`config.mk`:
```
export PLATFORM = sky130hd
export DESIGN_NAME = kronos_mem_arbiter
export DESIGN_NICKNAME = d
export VERILOG_FILES = /design/src/rtl/kronos_mem_arbiter.sv
export SDC_FILE = /design/constraint.sdc
export NUM_CORES = 1
export LEC_CHECK = 0
export ABC_AREA = 1
export ABC_CLOCK_PERIOD_IN_PS = 1950
export CELL_PAD_IN_SITES_DETAIL_PLACEMENT = 0
export CELL_PAD_IN_SITES_GLOBAL_PLACEMENT = 1
export CORE_MARGIN = 3
export CORE_UTILIZATION = 25
export CTS_BUF_LIST = sky130_fd_sc_hd__clkbuf_8
export DETAILED_ROUTE_END_ITERATION = 8
export MAX_ROUTING_LAYER = met4
export PLACE_DENSITY_LB_ADDON = 0.1
export SETUP_SLACK_MARGIN = 0.1
export SLEW_MARGIN = 20
export SYNTH_ARGS = -nofsm -noshare
export SYNTH_HDL_FRONTEND = slang
export SYNTH_SLANG_ARGS = --single-unit
```
`constraint.sdc`:
```
create_clock -name clk -period 1.95 [get_ports clk]
set_input_delay 0.4875 -clock clk [delete_from_list [all_inputs] [get_ports clk]]
set_output_delay 0.4875 -clock clk [all_outputs]
set_load 0.005 [all_outputs]
```
`src/rtl/kronos_mem_arbiter.sv`:
```
// kronos_mem_arbiter
// Shares one single-port memory bus between the Kronos instruction-fetch
// port and its load/store port. The winning request is latched onto the
// memory bus and held until mem_ack. Data normally wins a tie. A streak
// counter forces a pending fetch through after MAX_DATA_STREAK data grants.
// Acks and read data are routed back combinationally in the mem_ack cycle.

module kronos_mem_arbiter #(
    parameter int unsigned MAX_DATA_STREAK = 4
) (
    input  logic        clk,
    input  logic        rstz,

    // instruction-fetch port
    input  logic [31:0] instr_addr,
    input  logic        instr_req,
    output logic        instr_ack,
    output logic [31:0] instr_data,

    // load/store port
    input  logic [31:0] data_addr,
    input  logic [31:0] data_wr_data,
    input  logic [3:0]  data_mask,
    input  logic        data_wr_en,
    input  logic        data_req,
    output logic        data_ack,
    output logic [31:0] data_rd_data,

    // unified memory bus
    output logic [31:0] mem_addr,
    output logic [31:0] mem_wr_data,
    output logic [3:0]  mem_mask,
    output logic        mem_wr_en,
    output logic        mem_req,
    input  logic        mem_ack,
    input  logic [31:0] mem_rd_data
);

    typedef enum logic [1:0] {
        IDLE  = 2'd0,
        GNT_I = 2'd1,
        GNT_D = 2'd2
    } state_t;

    // Streak limit as a 4-bit value; the parameter range is 1..15.
    localparam logic [3:0] STREAK_MAX = 4'(MAX_DATA_STREAK);

    state_t      state_r;
    logic [3:0]  streak_r;
    logic [31:0] mem_addr_r;
    logic [31:0] mem_wr_data_r;
    logic [3:0]  mem_mask_r;
    logic        mem_wr_en_r;

    logic        rearb_s;
    logic        cand_i_s;
    logic        cand_d_s;
    logic        win_i_s;
    logic        win_d_s;
    logic [3:0]  streak_next_s;

    // Which requesters may compete this cycle: everyone while idle, only the
    // non-acked side in the completion cycle of a grant, nobody otherwise.
    always_comb begin
        rearb_s  = 1'b0;
        cand_i_s = 1'b0;
        cand_d_s = 1'b0;
        case (state_r)
            IDLE: begin
                rearb_s  = 1'b1;
                cand_i_s = instr_req;
                cand_d_s = data_req;
            end
            GNT_I: begin
                rearb_s  = mem_ack;
                cand_i_s = 1'b0;
                cand_d_s = data_req & mem_ack;
            end
            GNT_D: begin
                rearb_s  = mem_ack;
                cand_i_s = instr_req & mem_ack;
                cand_d_s = 1'b0;
            end
            default: begin
                // An unreachable encoding behaves like IDLE so the bus recovers.
                rearb_s  = 1'b1;
                cand_i_s = instr_req;
                cand_d_s = data_req;
            end
        endcase
    end

    // Fixed data-first priority, overridden once the data streak hits its limit.
    always_comb begin
        win_i_s = 1'b0;
        win_d_s = 1'b0;
        if (cand_d_s && !(cand_i_s && (streak_r >= STREAK_MAX))) begin
            win_d_s = 1'b1;
        end else if (cand_i_s) begin
            win_i_s = 1'b1;
        end else begin
            win_i_s = 1'b0;
            win_d_s = 1'b0;
        end
    end

    // Streak counts data grants that overtook a waiting fetch; any fetch grant
    // or any data grant without a waiting fetch starts it over.
    always_comb begin
        streak_next_s = streak_r;
        if (win_i_s) begin
            streak_next_s = 4'd0;
        end else if (win_d_s) begin
            if (instr_req) begin
                streak_next_s = (streak_r >= STREAK_MAX) ? STREAK_MAX : (streak_r + 4'd1);
            end else begin
                streak_next_s = 4'd0;
            end
        end else begin
            streak_next_s = streak_r;
        end
    end

    // Grant FSM: latches the winner's bus fields and holds them for the whole grant.
    always_ff @(posedge clk or negedge rstz) begin
        if (!rstz) begin
            state_r       <= IDLE;
            streak_r      <= 4'd0;
            mem_addr_r    <= 32'd0;
            mem_wr_data_r <= 32'd0;
            mem_mask_r    <= 4'd0;
            mem_wr_en_r   <= 1'b0;
        end else begin
            streak_r <= streak_next_s;
            if (win_d_s) begin
                state_r       <= GNT_D;
                mem_addr_r    <= data_addr;
                mem_wr_data_r <= data_wr_data;
                mem_mask_r    <= data_mask;
                mem_wr_en_r   <= data_wr_en;
            end else if (win_i_s) begin
                state_r       <= GNT_I;
                mem_addr_r    <= instr_addr;
                mem_wr_data_r <= 32'd0;
                mem_mask_r    <= 4'hF;
                mem_wr_en_r   <= 1'b0;
            end else if (rearb_s) begin
                state_r <= IDLE;
            end else begin
                state_r <= state_r;
            end
        end
    end

    // Bus request is a direct decode of the grant state, so reset drops it at once.
    assign mem_req     = (state_r == GNT_I) || (state_r == GNT_D);
    assign mem_addr    = mem_addr_r;
    assign mem_wr_data = mem_wr_data_r;
    assign mem_mask    = mem_mask_r;
    assign mem_wr_en   = mem_wr_en_r;

    // Completion is routed to the owner only; read data is a plain pass-through.
    assign instr_ack    = (state_r == GNT_I) && mem_ack;
    assign data_ack     = (state_r == GNT_D) && mem_ack;
    assign instr_data   = mem_rd_data;
    assign data_rd_data = mem_rd_data;

endmodule

```
# After elaboration in Yosys (flattened, before gate mapping)
# Index checks and enable logic that the tools add are counted.
[classes]
bitwise = 2
reduce_logical = 9
n_eq_ne = 2
n_lt_le_gt_ge = 1
muxes = 21
addsub = 1
[op_table]
columns = ["cell", "n"]
rows = [
  ["32-bit 2-to-1 mux", 4],
  ["4-bit 2-to-1 mux", 6],
  ["1-bit 2-to-1 mux", 6],
  ["2-bit 2-to-1 mux", 3],
  ["4-bit by 1-bit adder with 4-bit output, second input constant", 1],
  ["4-bit by 3-bit greater-or-equal comparator with 1-bit output, second input constant", 1],
  ["1-bit logical AND", 4],
  ["1-bit one-hot mux with 2 select lines", 2],
  ["3-bit nonzero test", 1],
  ["1-bit AND", 2],
  ["2-bit by 1-bit equality test with 1-bit output, second input constant", 1],
  ["2-bit equality test, second input constant", 1],
  ["2-bit nonzero test", 1],
  ["2-bit OR reduction", 1],
  ["1-bit logical NOT", 1],
  ["1-bit logical OR", 1],
]
[totals]
wordCells = 42
in_bits = 138
register_bits = 75

# Logic depth before layout (Yosys ltp)
# Gate-level depths: netlist (run 1).
[logic_depth]
depth_word = 8
ltp_mapped = 11
depth_no_buf = 10

# Worst setup path before layout (run 1)
# Ideal clock, no wire load.
[synth_timing]
path_type = "flip-flop to flip-flop"
startpoint = "register state_r[0]"
endpoint = "register mem_addr_r[23] (netlist: mem_addr[23])"
n_path_buf = 2
setup_ns = 0.116
t_arrival_ns = 1.407
stages_incl_launch_ff = 11
path_slack_ns = 0.426
t_required_ns = 1.834
cell_sequence = "dfrtp_1 > inv_1 > ha_1 > inv_2 > nand2_2 > nand3_1 > nand2_1 > buf_4 > buf_6 > nand3_1 > nand2_1"
[synth_via]
elab_chain_len = 7
elab_cells_between_ends = 12
cone_classes = "eq/ne (2); mux (6); reduce/logical (4)"
[synth_rtl]
columns = ["item", "line", "source"]
rows = [
  ["start, declared", "48", "state_t state_r;"],
  ["start signal, assigned", "150", "state_r <= state_r;"],
  ["2-bit equality test or 2-bit by 1-bit equality test with 1-bit output (tied branches)", "68", "case (state_r)"],
  ["1-bit one-hot mux with 2 select lines", "68", ""],
  ["1-bit logical AND", "97", "if (cand_d_s && !(cand_i_s && (streak_r >= STREAK_MAX))) begin"],
  ["1-bit logical NOT", "97", ""],
  ["1-bit logical AND", "97", ""],
  ["1-bit 2-to-1 mux", "97", ""],
  ["32-bit 2-to-1 mux or 2-bit nonzero test (tied branches)", "--", ""],
  ["end signal, assigned", "137", "mem_addr_r <= data_addr;"],
  ["end signal, assigned", "143", "mem_addr_r <= instr_addr;"],
  ["end, declared", "50", "logic [31:0] mem_addr_r;"],
]
# Several ways; a longest one is shown, not always the timed one.
# A chain may end at the register's enable or synchronous reset.

# Worst setup path after layout (run 1)
[layout_timing]
startpoint = "register state_r[1]"
endpoint = "output mem_req"
[layout_via]
elab_chain_len = 2
elab_cells_between_ends = 3
cone_classes = "eq/ne (2); reduce/logical (1)"
[layout_rtl]
columns = ["item", "line", "source"]
rows = [
  ["2-bit by 1-bit equality test with 1-bit output or 2-bit equality test (tied branches)", "156", "assign mem_req = (state_r == GNT_I) || (state_r == GNT_D);"],
  ["1-bit logical OR (*)", "156", ""],
  ["end, declared", "34", "output logic mem_req,"],
]
# Mark *: on every way between the ends. The rest lies on a longest branch, timed or not.

==> metrics.txt, run 1 <==
status finished clean; Hold Vio Cnt, Final 0; CTS tree done; routed len/inst 15.3 um; Routed Antenna Nets 0; Cells after Synth 513; hold slack 0.139 ns; Filler Cells Inserted 1,703; DR iter-0 viols 160; FP Rows 46; pin count of the biggest net entering global routing 76; cts hold-fix bufs 0; number of global-route vias before repair 3,759; synthesized net count 654; Sw Ratio 0.376; Die Ht 134 um; syn avg cell area 7.96 um2; CTS Buffer Depth 2; RR Startpoint state_r[1]; max-cap violations 0; post-synthesis cell area 4090 um2; sequential area share after synthesis 0.459; H-tree levels 3; YS warnings 0; dpl hpwl 8880 um; Placer Congestion 0.762; max_slew headroom 0.712; CP max-delay cell dfrtp_1; Via Count 3,616; Fmax achieved 0.561 GHz; combinational power share 0.530; CP max FO 2; GR Util All Layers 0.149; setup TNS 0 ns; cell-internal power 0.00547 W; RSZ-0062 raised after global routing no; Critical Path End Type primary output; residual DRC count 0; Core Area 15,900 um2; Clock power frac 0.169; max-slew violations 0; initial antenna violation count 0; fin nets 766; Die X 134 um; Net Switching 0.00330 W; ANT cells 0; Pwr Total 0.00877 W; PortBufs 177; Worst R2R End mem_addr[6]; Layout Skew 0.00927 ns; routed wire length 12,900 um; CP cell instances ha_4 > inv_2 > clkdlybuf4s15_1; Max VDD drop 0.788 mV; worst-skew pair later-pin latency 0.36 ns; synth unique cells 18; sequential share of power 0.302; Worst EP required 1.46 ns; HP Class in2async; fin crit period 1.78 ns; synth top area cells dfrtp_1 (46%), nand3_1 (16%), nand2_1 (13%), buf_4 (12%), inv_1 (4.4%); Startpoint Class register; IO Pins 274; final setup fails 0; worst r2r path cells 9; Synth top area share 0.459; Worst Path Arrival 1.29 ns; slowest cell delay on critical path 0.43 ns; vias per cell 4.27; cts bufs inserted 9; Tightest Pin Transition 0.432 ns; pwr dens 1480 nW/um2; cell taking the most area after synthesis dfrtp_1; grt total ovfl 0; first-pass GRT wire length 20,400 um; CTS sink cnt 75; fin crit share 0.913; crit path kind reg2out; full die area 17,900 um2; flop-to-flop setup slack 0.19 ns; number of synthesized register bits 75; initial core utilization 0.256; Layout Area Growth over Synthesis 44.9%; layout cells sized above 1 0.0810; register clock-pin slew on the reported worst setup and hold paths 0.09 ns; Leak Pwr 2.87 nW; CTS Root Cell clkbuf_8; drt pass-1 iters 4
==> layout make-up <==
type,instances,area (um2),area share
Timing Repair Buffer,196,1980,0.335
Sequential cell,75,1880,0.317
Multi-Input combinational cell,293,1360,0.230
Tap cell,216,270,0.0457
Inverter,50,188,0.0317
Clock buffer,9,124,0.0209
Clock inverter,7,116,0.0197
==> metal layers <==
metal  up-vias  routed length, um  GRT usage
li1       1781                  -          -
met1      1679               5820      0.188
met2       139               6110      0.237
met3        17                861     0.0476
met4         0                129     0.0314
met5         -                  0          -
==> metrics by stage <==
| stage | util | cell area (um2) | std cells | setup slack [ns] |
|---|---|---|---|---|
| 3_3_place_gp | 0.354 | 5650 | 828 | -0.157 |
| 2_1_floorplan | - | 4090 | 513 | 0.426 |
| 4_1_cts | 0.370 | 5890 | 845 | 0.0767 |
| 3_5_place_dp | 0.354 | 5650 | 828 | -0.167 |
| 6_report | 0.371 | 5920 | 846 | 0.169 |
| 5_1_grt | 0.371 | 5920 | 846 | 0.0814 |
==> power by group through the flow <==
stage	Clock, W	Combinational, W	Sequential, W
2_1_floorplan	0	0.00235	0.00268
3_3_place_gp	0	0.00467	0.00265
3_5_place_dp	0	0.00470	0.00267
4_1_cts	0.00155	0.00472	0.00265
5_1_grt	0.00161	0.00522	0.00273
6_report	0.00148	0.00465	0.00265
==> logic make-up (layout without fill, tap and decap cells) <==
kind of cell               after synthesis  in the layout  share of synthesized area
AOI/OAI and AO/OA                       11             11                     0.0165
DFF                                     75             75                      0.459
adders and majority gates                3              3                    0.00919
and+or+nand+nor                        279            279                      0.302
buffers and inverters                  145            262                      0.213
==> layout by cell type (no fill, tap or decap), drive strengths merged <==
| cell | netlist | final |
|---|---|---|
| clkbuf | 0 | 10 |
| nand3b | 1 | 1 |
| a21oi | 1 | 1 |
| or2 | 1 | 1 |
| buf | 95 | 20 |
| clkinv | 0 | 2 |
| nand3 | 131 | 131 |
| nor2 | 1 | 1 |
| o22ai | 1 | 1 |
| clkdlybuf4s50 | 0 | 172 |
| o21ai | 9 | 9 |
| dlygate4sd2 | 0 | 1 |
| ha | 3 | 3 |
| inv | 50 | 52 |
| bufinv | 0 | 3 |
| clkdlybuf4s15 | 0 | 2 |
| dfrtp | 75 | 75 |
| nand2 | 145 | 145 |
==> cells in the mapped netlist <==
library cell  instances
buf_2                22
nand2_2               4
o21ai_0               7
o22ai_1               1
dfrtp_1              75
nand2_4               1
nor2_1                1
nand3b_1              1
buf_4                67
ha_1                  3
o21ai_1               2
a21oi_4               1
nand2_1             140
nand3_1             131
inv_2                 2
or2_2                 1
inv_1                48
buf_6                 6
==> flip-flops by register name (all words and copies together) (netlist names) <==
signal	count
mem_mask	4
mem_wr_en	1
streak_r	4
mem_wr_data	32
state_r	2
mem_addr	32
==> timing repair <==
action,CTS,global route
pin swaps,0,1
buffers inserted,1,1
endpoints found under the setup margin,3,48
resized for setup,4,9
==> worst max path at each step <==
stage / from / endpoint / slack, ns / cells after the start
after floorplan: state_r[0] / mem_addr[23] / 0.43 / 10
after global placement: mem_ack / data_ack / -0.16 / 4
after detailed placement: mem_ack / data_ack / -0.17 / 4
after CTS: state_r[0] / mem_req / 0.08 / 4
after global routing: state_r[1] / state_r[0] / 0.08 / 9
final: state_r[1] / mem_req / 0.17 / 3
==> worst max-delay path, delay by kind of cell, from the launching register on <==
kind / cells / cell delay (ns)
fa+ha+maj: 1 / 0.29
buf+inv: 2 / 0.22
flops: 1 / 0.43
No activity file was read; power rests on OpenSTA's default activity.
==> run 2: changes to the inputs <==
CAP_MARGIN = 20   (was unset)
HOLD_SLACK_MARGIN = 0.08   (was unset)
==> results of run 2 <==
No change in the layout: final DEF, timing and power equal those of run 1.
